[config.mk]
export PLATFORM = sky130hd
export DESIGN_NAME = adder_bist_flat
export DESIGN_NICKNAME = d
export VERILOG_FILES = /design/src/rtl/adder_bist_if.sv /design/src/rtl/adder_bist.sv /design/src/flat_wrapper.sv
export SDC_FILE = /design/constraint.sdc
export NUM_CORES = 1
export LEC_CHECK = 0
export CAP_MARGIN = 15
export CELL_PAD_IN_SITES_DETAIL_PLACEMENT = 2
export CELL_PAD_IN_SITES_GLOBAL_PLACEMENT = 2
export CORE_MARGIN = 3
export CORE_UTILIZATION = 28
export DETAILED_ROUTE_END_ITERATION = 10
export GPL_ROUTABILITY_DRIVEN = 0
export PLACE_DENSITY_LB_ADDON = 0.1
export RECOVER_POWER = 50
export SLEW_MARGIN = 20
export SYNTH_ARGS = -nofsm -noshare
export SYNTH_HDL_FRONTEND = slang
export SYNTH_SLANG_ARGS = --single-unit
[constraint.sdc]
create_clock -name clk -period 2.66 [get_ports clk]
set_clock_uncertainty 0.05 [all_clocks]
set_input_delay 0.532 -clock clk [delete_from_list [all_inputs] [get_ports clk]]
set_output_delay 0.532 -clock clk [all_outputs]
set_load 0.01 [all_outputs]
[src/rtl/adder_bist_if.sv]
// Bus between the adder BIST initiator and its surroundings: run control,
// operands out to the adder, results back, and the status/report outputs.
interface adder_bist_if #(
  parameter int WIDTH = 4
);
  logic               start;
  logic [WIDTH-1:0]   op_a;
  logic [WIDTH-1:0]   op_b;
  logic               op_cin;
  logic [WIDTH-1:0]   dut_sum;
  logic               dut_cout;
  logic               busy;
  logic               done;
  logic               pass;
  logic [7:0]         err_count;
  logic [8:0]         vec_count;
  logic [7:0]         first_fail_idx;
  logic [2*WIDTH:0]   first_fail_vec;

  // BIST side: drives operands and status, samples start and adder results
  modport master (
    input  start, dut_sum, dut_cout,
    output op_a, op_b, op_cin, busy, done, pass,
           err_count, vec_count, first_fail_idx, first_fail_vec
  );

  // Environment side: pins plus the adder under test
  modport slave (
    output start, dut_sum, dut_cout,
    input  op_a, op_b, op_cin, busy, done, pass,
           err_count, vec_count, first_fail_idx, first_fail_vec
  );
endinterface

[src/rtl/adder_bist.sv]
// Built-in self-test initiator for the ripple-carry adder: LFSR-driven
// operands, settle wait, compare against a golden sum, report results.
module adder_bist #(
  parameter int          WIDTH      = 4,
  parameter int          NVEC       = 256,
  parameter int          SETTLE_CYC = 1,
  parameter logic [15:0] SEED       = 16'hACE1
) (
  input  logic         clk,
  input  logic         rst,
  adder_bist_if.master bus
);

  localparam int CW = (SETTLE_CYC < 2) ? 1 : $clog2(SETTLE_CYC + 1);

  typedef enum logic [2:0] {IDLE, DRIVE, SETTLE, CHECK, DONE} state_e;

  // Field order gives the {cin, b, a} packing used for first_fail_vec
  typedef struct packed {
    logic             cin;
    logic [WIDTH-1:0] b;
    logic [WIDTH-1:0] a;
  } vec_t;

  state_e        state_q, state_d;
  logic [15:0]   lfsr_q, lfsr_d;
  vec_t          op_q, op_d;
  logic [CW-1:0] cnt_q, cnt_d;
  logic [7:0]    err_q, err_d;
  logic [8:0]    vec_q, vec_d;
  logic [7:0]    ffi_q, ffi_d;
  vec_t          ffv_q, ffv_d;

  logic [WIDTH:0] golden;
  logic [8:0]     vec_inc;
  logic [15:0]    lfsr_step;
  logic           busy, done, pass;

  // Next-state, datapath updates and status decode
  always_comb begin
    state_d = state_q;
    lfsr_d  = lfsr_q;
    op_d    = op_q;
    cnt_d   = cnt_q;
    err_d   = err_q;
    vec_d   = vec_q;
    ffi_d   = ffi_q;
    ffv_d   = ffv_q;

    // Golden sum uses the registered operands, i.e. exactly what the adder sees
    golden    = {1'b0, op_q.a} + {1'b0, op_q.b} + {{WIDTH{1'b0}}, op_q.cin};
    vec_inc   = vec_q + 9'd1;
    // x^16+x^14+x^13+x^11+1, shift left, feedback into bit 0
    lfsr_step = {lfsr_q[14:0], lfsr_q[15] ^ lfsr_q[13] ^ lfsr_q[12] ^ lfsr_q[10]};

    busy = (state_q == DRIVE) || (state_q == SETTLE) || (state_q == CHECK);
    done = (state_q == DONE);
    pass = done && (err_q == 8'd0);

    case (state_q)
      IDLE, DONE: begin
        // Restart from DONE reuses the seed, so every run is identical
        if (bus.start) begin
          lfsr_d  = SEED;
          err_d   = 8'd0;
          vec_d   = 9'd0;
          ffi_d   = 8'd0;
          ffv_d   = '0;
          state_d = DRIVE;
        end
      end
      DRIVE: begin
        op_d.a   = lfsr_q[WIDTH-1:0];
        op_d.b   = lfsr_q[2*WIDTH-1:WIDTH];
        op_d.cin = lfsr_q[15];
        cnt_d    = CW'(SETTLE_CYC);
        state_d  = SETTLE;
      end
      SETTLE: begin
        cnt_d = cnt_q - CW'(1);
        if (cnt_q <= CW'(1)) state_d = CHECK;
      end
      CHECK: begin
        if ({bus.dut_cout, bus.dut_sum} != golden) begin
          if (err_q != 8'hFF) err_d = err_q + 8'd1;
          // err_q stays nonzero once set, so zero marks the first failure
          if (err_q == 8'd0) begin
            ffi_d = vec_q[7:0];
            ffv_d = op_q;
          end
        end
        vec_d   = vec_inc;
        lfsr_d  = lfsr_step;
        state_d = (vec_inc == 9'(NVEC)) ? DONE : DRIVE;
      end
      default: state_d = IDLE;
    endcase
  end

  // FSM state register
  always_ff @(posedge clk) begin
    if (rst) state_q <= IDLE;
    else     state_q <= state_d;
  end

  // Datapath and report registers
  always_ff @(posedge clk) begin
    if (rst) begin
      lfsr_q <= 16'd0;
      op_q   <= '0;
      cnt_q  <= '0;
      err_q  <= 8'd0;
      vec_q  <= 9'd0;
      ffi_q  <= 8'd0;
      ffv_q  <= '0;
    end else begin
      lfsr_q <= lfsr_d;
      op_q   <= op_d;
      cnt_q  <= cnt_d;
      err_q  <= err_d;
      vec_q  <= vec_d;
      ffi_q  <= ffi_d;
      ffv_q  <= ffv_d;
    end
  end

  assign bus.op_a           = op_q.a;
  assign bus.op_b           = op_q.b;
  assign bus.op_cin         = op_q.cin;
  assign bus.busy           = busy;
  assign bus.done           = done;
  assign bus.pass           = pass;
  assign bus.err_count      = err_q;
  assign bus.vec_count      = vec_q;
  assign bus.first_fail_idx = ffi_q;
  assign bus.first_fail_vec = ffv_q;

endmodule

[src/flat_wrapper.sv]
// flat-port wrapper written by rule: the top's interface ports become plain ports
module adder_bist_flat 
#(
  parameter int          WIDTH      = 4,
  parameter int          NVEC       = 256,
  parameter int          SETTLE_CYC = 1,
  parameter logic [15:0] SEED       = 16'hACE1
)
  (clk, rst, bus_start, bus_dut_sum, bus_dut_cout, bus_op_a, bus_op_b, bus_op_cin, bus_busy, bus_done, bus_pass, bus_err_count, bus_vec_count, bus_first_fail_idx, bus_first_fail_vec);
  adder_bist_if #(.WIDTH(WIDTH)) bus_i ();
  input  logic clk;
  input  logic rst;
  input wire logic [$bits(bus_i.start)-1:0] bus_start;
  input wire logic [$bits(bus_i.dut_sum)-1:0] bus_dut_sum;
  input wire logic [$bits(bus_i.dut_cout)-1:0] bus_dut_cout;
  output wire logic [$bits(bus_i.op_a)-1:0] bus_op_a;
  output wire logic [$bits(bus_i.op_b)-1:0] bus_op_b;
  output wire logic [$bits(bus_i.op_cin)-1:0] bus_op_cin;
  output wire logic [$bits(bus_i.busy)-1:0] bus_busy;
  output wire logic [$bits(bus_i.done)-1:0] bus_done;
  output wire logic [$bits(bus_i.pass)-1:0] bus_pass;
  output wire logic [$bits(bus_i.err_count)-1:0] bus_err_count;
  output wire logic [$bits(bus_i.vec_count)-1:0] bus_vec_count;
  output wire logic [$bits(bus_i.first_fail_idx)-1:0] bus_first_fail_idx;
  output wire logic [$bits(bus_i.first_fail_vec)-1:0] bus_first_fail_vec;
  assign bus_i.start = bus_start;
  assign bus_i.dut_sum = bus_dut_sum;
  assign bus_i.dut_cout = bus_dut_cout;
  assign bus_op_a = bus_i.op_a;
  assign bus_op_b = bus_i.op_b;
  assign bus_op_cin = bus_i.op_cin;
  assign bus_busy = bus_i.busy;
  assign bus_done = bus_i.done;
  assign bus_pass = bus_i.pass;
  assign bus_err_count = bus_i.err_count;
  assign bus_vec_count = bus_i.vec_count;
  assign bus_first_fail_idx = bus_i.first_fail_idx;
  assign bus_first_fail_vec = bus_i.first_fail_vec;
  adder_bist #(.WIDTH(WIDTH), .NVEC(NVEC), .SETTLE_CYC(SETTLE_CYC), .SEED(SEED)) u_core (.clk(clk), .rst(rst), .bus(bus_i));
endmodule
==> metrics.cfg <==
[setup_path]
r2r_slack_ns=0.1
critPathMaxFanout=5
worst_setup_path_start_kind=flop
arrival_ns=2.76
setup.worst_path.class=flop to flop
required_ns=2.86
critPathCaptureType=flop

[finish]
diodes=0
layout.cells.non_filler=536
drive_above_1_share_pct=15.6
fin_util_pct=39.9
nets=415
area_growth_pct=36.6

[floorplanning]
die_h_um=108
io-pin-count=54
die_w_um=108
rows=36
die_area_sq_um=11700
core_area_sq_um=9950
start_util_pct=29.2

[global_routing]
grt_max_degree=23
antenna_found_initial=0
gr-usage-all-layers_pct=17.7
grt_pass1_wl_um=16100
grt_pass1_vias=2955
grt-ovfl-total=0

[drt]
ant_nets=0
first_pass_iters=4
vias=2711
vias_per_cell=5.06
wire_per_inst_um=17.8
drc=0
drtIter0Drc=79
wirelength_um=9550

[synth]
synth_area_sq_um=2910
synth-warning-count=0
synth.avg_cell_area_sq_um=8.98
synth_top_area_share_pct=42.6
synth_area_leader_cell=dfxtp_1
ys_seq_area_share_pct=42.6
ys_types=49
synthCells=324
synth_nets=341
ys_seq_elements=62
synthTopCellsByArea=dfxtp_1 (43%), mux2i_1 (9.3%), nand2_1 (5.7%), nor2_1 (4.8%), o221a_2 (3.1%)

[timing]
maxSlewHeadroom_pct=34.4
rsz0062_at_grt=false
setup-violations-final=0
fin_crit_ns=2.56
slew_violations=0
period_share_pct=96.2
worst_slew_pin_slew_ns=0.984
final_hold_viol_count=0
max_freq_ghz=0.391

[clock_tree]
cts_buffer_depth=2
cts_sinks=62
clock-root-buffer=clkbuf_8
htreeDepth=3
clkTransAtPathRegs_ns=0.09
cts_tree=done
clk-insertion-delay-late_ns=0.34
cts-buffers-inserted=9

[min_path]
hold_path_class=flop to flop

[place]
hpwl_um=6690
portBuffers=53
place_inst=515

[power]
cellLeakagePower_nw=1.57
peakVddDrop_uv=251
power_density_nw_per_um2=566

[status]
outcome=finished clean

[run]
cap_violations=0

[what timing repair did]
action	CTS	global route
buffers inserted	4	1
hold buffers	0	0
gates resized for setup	10	6
pin swaps	5	9
hold endpoints to repair	0	0
endpoints found under the setup margin	24	25
[critical path, cell delays in order (launching register included)]
cell,delay (ns)
dfxtp_2,0.35
fa_2,0.41
fa_2,0.37
a21o_2,0.23
a21oi_2,0.13
xor2_1,0.10
and2_4,0.17
buf_6,0.12
or3_4,0.32
a221oi_2,0.23
[layer usage]
layer  up-vias  global-route usage (%)  wire [um]
met5         -                       0          0
met1      1356                    23.1       4520
met4         0                    5.05         93
li1       1300                       -          -
met2        45                    29.9       4700
met3        10                    3.16        236
[path summary, 6_finish.rpt]
path | startpoint | to | depth (start not counted)
setup / recovery | u_core.bus.op_cin | u_core.bus.err_count[7] | 9
hold / removal | u_core.bus.first_fail_vec[3] | u_core.bus.first_fail_vec[3] | 2
setup reg to reg | u_core.bus.op_cin | u_core.bus.err_count[7] | 9
hold reg to reg | u_core.bus.first_fail_vec[3] | u_core.bus.first_fail_vec[3] | 2
[cells by family after synthesis]
logic type | after synthesis | share of synthesized area, %
AO/OA/AOI/OAI | 64 | 15.7
XOR/XNOR | 11 | 3.78
adder cells (fa/ha/maj) | 9 | 4.39
buffers and inverters | 26 | 4.13
flip-flops | 62 | 42.6
multiplexers | 27 | 9.29
AND/OR/NAND/NOR | 125 | 20.1
[power by group]
part | switching, W | internal, W | total, W
logic | 0.000203 | 0.000172 | 0.000375
clock network | 0.000429 | 0.000445 | 0.000873
registers | 0.0000381 | 0.000963 | 0.00100
[cells in the final DEF (no fill, tap or decap), types with 4 or more instances in the layout]
cell	n
inv_6	4
xnor2_1	5
nand3_1	9
a22oi_1	11
nand2_1	44
inv_1	7
ha_1	7
dfxtp_1	60
o221a_2	8
clkbuf_1	6
a21oi_1	12
mux2i_1	27
dlygate4sd3_1	19
and3_1	6
xor2_1	4
clkdlybuf4s50_1	33
o21ai_0	14
nor2_1	37
nand4_1	7
clkbuf_8	9
buf_4	20
[synth_stat cells (all sizes together)]
| master | instances |
|---|---|
| nor3 | 2 |
| clkbuf | 13 |
| or4b | 1 |
| and3b | 1 |
| a22oi | 11 |
| nand2b | 2 |
| or2 | 1 |
| nand2 | 44 |
| and2 | 1 |
| or3 | 2 |
| xnor3 | 1 |
| a21oi | 13 |
| xnor2 | 6 |
| a221oi | 1 |
| xor2 | 4 |
| mux2i | 27 |
| nand3b | 3 |
| fa | 2 |
| nand4 | 7 |
| a41oi | 1 |
| o211ai | 1 |
| o21ai | 15 |
| nor3b | 2 |
| a311o | 1 |
| buf | 6 |
| nor4 | 2 |
| nor2b | 2 |
| nand4b | 1 |
| dfxtp | 62 |
| inv | 7 |
| o221a | 8 |
| o31ai | 2 |
| o41ai | 1 |
| o311ai | 3 |
| nand3 | 10 |
| and3 | 6 |
| nor2 | 38 |
| a211o | 1 |
| a31oi | 3 |
| a311oi | 1 |
| a21o | 2 |
| ha | 7 |
[registers in the layout (all words and copies together) (netlist names)]
signal and flops:
u_core.bus.vec_count 9, u_core.bus.op_cin 1, u_core.bus.first_fail_vec 9, u_core.lfsr_q 16, u_core.bus.op_b 4, u_core.bus.op_a 4
u_core.state_q 3, u_core.bus.first_fail_idx 8, u_core.bus.err_count 8
[layout make-up]
cell class	count	area (sq um)
multi-input combinational	236	1590
inverter	7	26.3
clock inverter	7	77.6
sequential	62	1240
clock buffer	9	124
timing repair buffer	82	749
fill	1098	5980
tap	133	166
[stage by stage]
step	setup TNS (ns)	setup WS, ns	hold slack (ns)	total power [W]	cell area (sq um)
final	0	0.0999	0.412	0.00225	3980
after detailed placement	-4.28	-0.275	0.407	0.00138	3710
after global placement	-2.37	-0.137	0.393	0.00137	3710
after global routing	0	0.0143	0.431	0.00236	3980
after floorplan	0	0.0438	0.416	0.00124	2910
after CTS	0	0.0233	0.421	0.00230	3970
Power figures use the tool's default switching activity.
